### src/rtl/prefetch_arbiter_if.sv
// prefetch_arbiter_if: demand, prefetch and memory-side handshake bundle for prefetch_arbiter.
// slave is the arbiter side; master is the requester/memory environment side.
interface prefetch_arbiter_if #(
    parameter int unsigned ADDR_W = 16
);
    logic              dmdValid;
    logic [ADDR_W-1:0] dmdAddr;
    logic              dmdReady;
    logic              pfValid;
    logic [ADDR_W-1:0] pfAddr;
    logic              pfDrop;
    logic              memValid;
    logic [ADDR_W-1:0] memAddr;
    logic              memIsPf;
    logic              memReady;
    logic              memDone;
    logic [7:0]        dropCount;

    modport slave (
        input  dmdValid, dmdAddr, pfValid, pfAddr, memReady, memDone,
        output dmdReady, pfDrop, memValid, memAddr, memIsPf, dropCount
    );

    modport master (
        output dmdValid, dmdAddr, pfValid, pfAddr, memReady, memDone,
        input  dmdReady, pfDrop, memValid, memAddr, memIsPf, dropCount
    );
endinterface

### src/rtl/prefetch_arbiter.sv
// prefetch_arbiter: puts demand and queued prefetch requests onto a single-outstanding memory port.
// Define PF_DEDUP_EN to drop prefetches that duplicate a queued or outstanding address.
module prefetch_arbiter #(
    parameter int unsigned DEPTH  = 4,
    parameter int unsigned ADDR_W = 16
) (
    input  logic              clk,
    input  logic              rst_n,
    prefetch_arbiter_if.slave bus
);
    localparam int unsigned PTR_W    = $clog2(DEPTH);
    localparam int unsigned CNT_W    = PTR_W + 1;
    localparam int unsigned DROP_MAX = 255;

    typedef enum logic [1:0] {
        S_IDLE  = 2'd0,
        S_ISSUE = 2'd1,
        S_WAIT  = 2'd2
    } state_e;

    state_e            state_q, state_d;

    logic [ADDR_W-1:0] q_addr_q [DEPTH];
    logic [ADDR_W-1:0] q_addr_d [DEPTH];
    logic [DEPTH-1:0]  q_vld_q, q_vld_d;
    logic [PTR_W-1:0]  rd_ptr_q, rd_ptr_d;
    logic [PTR_W-1:0]  wr_ptr_q, wr_ptr_d;
    logic [CNT_W-1:0]  count_q, count_d;

    logic              mem_valid_q, mem_valid_d;
    logic [ADDR_W-1:0] mem_addr_q, mem_addr_d;
    logic              mem_is_pf_q, mem_is_pf_d;
    logic              dmd_ready_q, dmd_ready_d;
    logic              pf_drop_q, pf_drop_d;
    logic [7:0]        drop_count_q, drop_count_d;

    logic dmd_acc;
    logic pop;
    logic pop_vld;
    logic q_full;
    logic dup;
    logic push;

    // Demand always wins; the queue head is only popped in IDLE with no demand present.
    assign dmd_acc = (state_q == S_IDLE) && bus.dmdValid;
    assign pop     = (state_q == S_IDLE) && !bus.dmdValid && (count_q != '0);
    assign pop_vld = pop && q_vld_q[rd_ptr_q];
    assign q_full  = (count_q == CNT_W'(DEPTH));
    assign push    = bus.pfValid && !dup && (!q_full || pop);

`ifdef PF_DEDUP_EN
    // A queued valid entry or the outstanding request already covers this address.
    always_comb begin
        dup = (state_q != S_IDLE) && (mem_addr_q == bus.pfAddr);
        for (int i = 0; i < int'(DEPTH); i++) begin
            if (q_vld_q[i] && (q_addr_q[i] == bus.pfAddr)) begin
                dup = 1'b1;
            end
        end
    end
`else
    assign dup = 1'b0;
`endif

    always_ff @(posedge clk or negedge rst_n) begin
        if (!rst_n) begin
            state_q <= S_IDLE;
        end else begin
            state_q <= state_d;
        end
    end

    always_comb begin
        state_d = state_q;
        case (state_q)
            S_IDLE:  if (dmd_acc || pop_vld) state_d = S_ISSUE;
            S_ISSUE: if (bus.memReady)       state_d = S_WAIT;
            S_WAIT:  if (bus.memDone)        state_d = S_IDLE;
            default:                         state_d = S_IDLE;
        endcase
    end

    // Registered outputs follow the next state; address/type latch only when a request starts.
    always_comb begin
        mem_valid_d  = (state_d == S_ISSUE);
        dmd_ready_d  = (state_d == S_IDLE);
        mem_addr_d   = mem_addr_q;
        mem_is_pf_d  = mem_is_pf_q;
        pf_drop_d    = bus.pfValid && !push;
        drop_count_d = drop_count_q;
        if (dmd_acc) begin
            mem_addr_d  = bus.dmdAddr;
            mem_is_pf_d = 1'b0;
        end else if (pop_vld) begin
            mem_addr_d  = q_addr_q[rd_ptr_q];
            mem_is_pf_d = 1'b1;
        end
        if (pf_drop_d && (drop_count_q != 8'(DROP_MAX))) begin
            drop_count_d = drop_count_q + 8'd1;
        end
    end

    // Pop clears the head before push so a full queue can pop and push the same slot.
    always_comb begin
        q_addr_d = q_addr_q;
        q_vld_d  = q_vld_q;
        rd_ptr_d = rd_ptr_q;
        wr_ptr_d = wr_ptr_q;
        count_d  = count_q;
        if (pop) begin
            q_vld_d[rd_ptr_q] = 1'b0;
            rd_ptr_d          = rd_ptr_q + PTR_W'(1);
        end
        if (dmd_acc) begin
            for (int i = 0; i < int'(DEPTH); i++) begin
                if (q_addr_q[i] == bus.dmdAddr) begin
                    q_vld_d[i] = 1'b0;
                end
            end
        end
        if (push) begin
            q_addr_d[wr_ptr_q] = bus.pfAddr;
            q_vld_d[wr_ptr_q]  = !(dmd_acc && (bus.pfAddr == bus.dmdAddr));
            wr_ptr_d           = wr_ptr_q + PTR_W'(1);
        end
        case ({push, pop})
            2'b10:   count_d = count_q + CNT_W'(1);
            2'b01:   count_d = count_q - CNT_W'(1);
            default: count_d = count_q;
        endcase
    end

    always_ff @(posedge clk or negedge rst_n) begin
        if (!rst_n) begin
            for (int i = 0; i < int'(DEPTH); i++) begin
                q_addr_q[i] <= '0;
            end
            q_vld_q      <= '0;
            rd_ptr_q     <= '0;
            wr_ptr_q     <= '0;
            count_q      <= '0;
            mem_valid_q  <= 1'b0;
            mem_addr_q   <= '0;
            mem_is_pf_q  <= 1'b0;
            dmd_ready_q  <= 1'b1;
            pf_drop_q    <= 1'b0;
            drop_count_q <= '0;
        end else begin
            q_addr_q     <= q_addr_d;
            q_vld_q      <= q_vld_d;
            rd_ptr_q     <= rd_ptr_d;
            wr_ptr_q     <= wr_ptr_d;
            count_q      <= count_d;
            mem_valid_q  <= mem_valid_d;
            mem_addr_q   <= mem_addr_d;
            mem_is_pf_q  <= mem_is_pf_d;
            dmd_ready_q  <= dmd_ready_d;
            pf_drop_q    <= pf_drop_d;
            drop_count_q <= drop_count_d;
        end
    end

    assign bus.dmdReady  = dmd_ready_q;
    assign bus.memValid  = mem_valid_q;
    assign bus.memAddr   = mem_addr_q;
    assign bus.memIsPf   = mem_is_pf_q;
    assign bus.pfDrop    = pf_drop_q;
    assign bus.dropCount = drop_count_q;
endmodule

### src/flat_wrapper.sv
// flat-port wrapper written by rule: the top's interface ports become plain ports
module prefetch_arbiter_flat 
#(
    parameter int unsigned DEPTH  = 4,
    parameter int unsigned ADDR_W = 16
)
  (clk, rst_n, bus_dmdValid, bus_dmdAddr, bus_pfValid, bus_pfAddr, bus_memReady, bus_memDone, bus_dmdReady, bus_pfDrop, bus_memValid, bus_memAddr, bus_memIsPf, bus_dropCount);
  prefetch_arbiter_if #(.ADDR_W(ADDR_W)) bus_i ();
  input  logic clk;
  input  logic rst_n;
  input wire logic [$bits(bus_i.dmdValid)-1:0] bus_dmdValid;
  input wire logic [$bits(bus_i.dmdAddr)-1:0] bus_dmdAddr;
  input wire logic [$bits(bus_i.pfValid)-1:0] bus_pfValid;
  input wire logic [$bits(bus_i.pfAddr)-1:0] bus_pfAddr;
  input wire logic [$bits(bus_i.memReady)-1:0] bus_memReady;
  input wire logic [$bits(bus_i.memDone)-1:0] bus_memDone;
  output wire logic [$bits(bus_i.dmdReady)-1:0] bus_dmdReady;
  output wire logic [$bits(bus_i.pfDrop)-1:0] bus_pfDrop;
  output wire logic [$bits(bus_i.memValid)-1:0] bus_memValid;
  output wire logic [$bits(bus_i.memAddr)-1:0] bus_memAddr;
  output wire logic [$bits(bus_i.memIsPf)-1:0] bus_memIsPf;
  output wire logic [$bits(bus_i.dropCount)-1:0] bus_dropCount;
  assign bus_i.dmdValid = bus_dmdValid;
  assign bus_i.dmdAddr = bus_dmdAddr;
  assign bus_i.pfValid = bus_pfValid;
  assign bus_i.pfAddr = bus_pfAddr;
  assign bus_i.memReady = bus_memReady;
  assign bus_i.memDone = bus_memDone;
  assign bus_dmdReady = bus_i.dmdReady;
  assign bus_pfDrop = bus_i.pfDrop;
  assign bus_memValid = bus_i.memValid;
  assign bus_memAddr = bus_i.memAddr;
  assign bus_memIsPf = bus_i.memIsPf;
  assign bus_dropCount = bus_i.dropCount;
  prefetch_arbiter #(.DEPTH(DEPTH), .ADDR_W(ADDR_W)) u_core (.clk(clk), .rst_n(rst_n), .bus(bus_i));
endmodule
### config.mk
export PLATFORM = sky130hd
export DESIGN_NAME = prefetch_arbiter_flat
export DESIGN_NICKNAME = d
export VERILOG_FILES = /design/src/rtl/prefetch_arbiter_if.sv /design/src/rtl/prefetch_arbiter.sv /design/src/flat_wrapper.sv
export SDC_FILE = /design/constraint.sdc
export NUM_CORES = 1
export LEC_CHECK = 0
export CAP_MARGIN = 20
export CORE_MARGIN = 2
export CORE_UTILIZATION = 58
export CTS_BUF_LIST = sky130_fd_sc_hd__clkbuf_4
export CTS_CLUSTER_DIAMETER = 80
export DETAILED_ROUTE_END_ITERATION = 6
export MAX_ROUTING_LAYER = met4
export PLACE_DENSITY = 0.82
export SETUP_SLACK_MARGIN = 0.15
export SLEW_MARGIN = 20
export SYNTH_ARGS = -nofsm -noshare
export SYNTH_HDL_FRONTEND = slang
export SYNTH_SLANG_ARGS = --single-unit
export TNS_END_PERCENT = 20
### constraint.sdc
create_clock -name clk -period 3.25 [get_ports clk]
set_input_delay 0.8125 -clock clk [delete_from_list [all_inputs] [get_ports clk]]
set_output_delay 0.8125 -clock clk [all_outputs]
set_load 0.01 [all_outputs]
==> run metrics <==
run status=completed; DRT antenna net count=0; total power=6.19 mW; drt pass-1 iters=5; CTS sink count=105; most frequent cells in the layout=104 x dfrtp_1, 69 x xor2_1, 64 x clkdlybuf4s50_1, 41 x mux2_2, 25 x nand2_1; VDD IR-drop max=435 uV; Switch Pwr=2.29 mW; initial antenna violation count=0; DR WL/cell=19.9 um; crit path kind=input pin to register; Post-CTS Resized=0; Hold Crit Class=input pin to async pin; CTS root buf=clkbuf_4; row cnt=36; launching point of the worst reg2reg path=u_core.state_q[1]$_DFF_PN0_; H-tree depth=3; Comb pwr share=47.7%; Max-slew headroom=48.0%; Peak Freq=0.387 GHz; Unique masters post-synth=35; layout cell share with drive strength beyond 1=22.2%; GR Util met1=35.1%; Crit path required time=3.64 ns; Core Region=9730 um^2; Syn. warnings=0; vias per std cell=5.79; Final Hold Viols=0; initial DRC count=225; Layout Nets=561; switch share=36.9%; crit path from=bus_dmdValid; # fillers=708; asr flop ratio synth=100%; Max clock buf depth=2; Starting Density=59.5%; Synth Area per Inst=12.6 um^2; IO Pins=66; period utilization=79.6%; sequential group share of total power=40.0%; CP arrival=2.98 ns; Post-CTS Setup Bufs=0; Port-buffer cells=65; CP Launch Type=input pin; Layout area overhead=15.6%; Die X-Extent=104 um; final setup margin=0.663 ns; Num CTS Buffers=9; GP Congestion=0.874; Min Clock Period, post-route=2.59 ns; first-pass GRT wire length=20900 um; max-cap check violation count=0; grt peak-use layer=met2; Clk pin slew, worst setup/hold paths=0.17 ns; Die ar.=10800 um^2; Post-Place Setup Slack=0.270 ns; GR Overflow Total=0; final setup TNS=0 ns; M2 GR Usage=40.2%; pin count of the biggest net entering global routing=60; GRT Util Overall=25.7%; Hold Buf Count CTS=0; Cells after Synth=458; crit-path max FO=4; Synth Cell Area=5790 um^2; worst slew pin tran=0.781 ns; clock network fraction of total power=12.3%; Final HPWL DP=8950 um; worst skew pair latency=0.46 ns; syn_nets=507; total wire length=12900 um; Final Max Tran Viols=0; most common cell after layout, fill and taps aside=dfrtp_1; CTS tree=built; Clock Skews=0.0214 ns; fin util=68.8%; ANT cells=0; DR vias=3761; ys flop type=dfrtp_1; Internal=3.91 mW; Global Route met3 Usage=3.76%; #FFs+latches synth=105; static leakage=2.99 nW; RSZ-0062 raised after global routing=no; DRC=0; final hold slack=0.391 ns; die height=104 um; number of synthesized flops with an enable pin=0; sequential cell area fraction in the yosys report=45.4%; setup violators final=0; Critical Path End Type=register; PwrDens=925 nW/um^2; vias in the first global route=3825
==> cell type report <==
class	instances	area [um^2]	area share [%]
multi-input combinational	312	2970	44.4
timing repair buffer	73	721	10.8
inverter	11	41.3	0.617
clock buffer	9	67.6	1.01
tap	133	166	2.49
sequential	105	2630	39.3
clock inverter	7	93.8	1.40
==> cells in the mapped netlist, drive strengths merged, types with 9 or more instances <==
cell type / instances / area share, %
nand2: 30 / 2.6
clkbuf: 21 / 1.4
nor4: 14 / 1.5
buf: 9 / 1.3
mux2: 65 / 14
inv: 11 / 0.71
dfrtp: 104 / 45
ha: 10 / 2.2
o21ai: 22 / 1.9
nand4: 9 / 0.97
mux2i: 17 / 2.9
mux4: 17 / 6.6
xor2: 69 / 10
xnor2: 23 / 3.5
==> power groups by stage <==
stage	logic [mW]	clock network, mW	registers (mW)
after global placement	2.86	0	2.45
after detailed placement	2.94	0	2.50
after global routing	3.18	0.817	2.56
after floorplan	2.09	0	2.43
final	2.95	0.764	2.48
after CTS	2.96	0.768	2.47
==> registers in the layout, summed over array words and instances, names as in the netlist <==
signal / flops
u_core.bus.pfDrop: 1
u_core.rd_ptr_q: 2
u_core.q_addr_q: 64
u_core.bus.dropCount: 8
u_core.count_q: 3
u_core.bus.memAddr: 16
u_core.state_q: 2
u_core.bus.memValid: 1
u_core.wr_ptr_q: 2
u_core.bus.memIsPf: 1
u_core.bus.dmdReady: 1
u_core.q_vld_q: 4
==> worst paths after layout <==
check / end / depth (start not counted) / slack [ns]
worst max-delay path: u_core.count_q[2]$_DFFE_PN0P_ / 9 / 0.66
worst min-delay path: u_core.bus.dropCount[2]$_DFFE_PN0P_ / 1 / 0.39
worst max register to register: u_core.count_q[2]$_DFFE_PN0P_ / 8 / 0.92
worst min register to register: u_core.bus.dropCount[7]$_DFFE_PN0P_ / 1 / 0.53
max in group asynchronous: u_core.bus.dmdReady$_DFF_PN1_ / 2 / 2.15
min in group clk: u_core.bus.dropCount[7]$_DFFE_PN0P_ / 1 / 0.53
==> metrics by stage <==
step / instances / cell area, um^2
2_1_floorplan: 458 / 5790
3_3_place_gp: 634 / 6530
3_5_place_dp: 634 / 6530
4_1_cts: 650 / 6690
5_1_grt: 650 / 6690
6_report: 650 / 6690
==> critical path, cell delays in order <==
cell and delay [ns]:
clkdlybuf4s50_1 0.43, or3_4 0.38, nor2_1 0.20, ha_1 0.24, inv_1 0.07, fa_1 0.38, xor2_1 0.15, nor2_1 0.15
xor2_1 0.19
==> cell families (layout without fill, tap and decap cells) <==
| group | Yosys count | count (layout) | share of synthesized area (%) |
|---|---|---|---|
| DFF | 105 | 105 | 45.4 |
| muxes | 99 | 99 | 23.7 |
| xor gates and xnor gates | 92 | 92 | 13.9 |
| and+or+nand+nor | 73 | 73 | 6.98 |
| buffers and inverters | 41 | 100 | 3.35 |
| AOI/OAI and AO/OA | 37 | 37 | 4.13 |
| adders and majority gates | 11 | 11 | 2.51 |
==> per-layer routing <==
metal	part of all wire [%]	wire length, um
met1	43	5570
met2	50	6470
met3	4.9	639
met5	0	0
met4	2.1	267
Note: power is estimated with default switching activity, not from simulation.
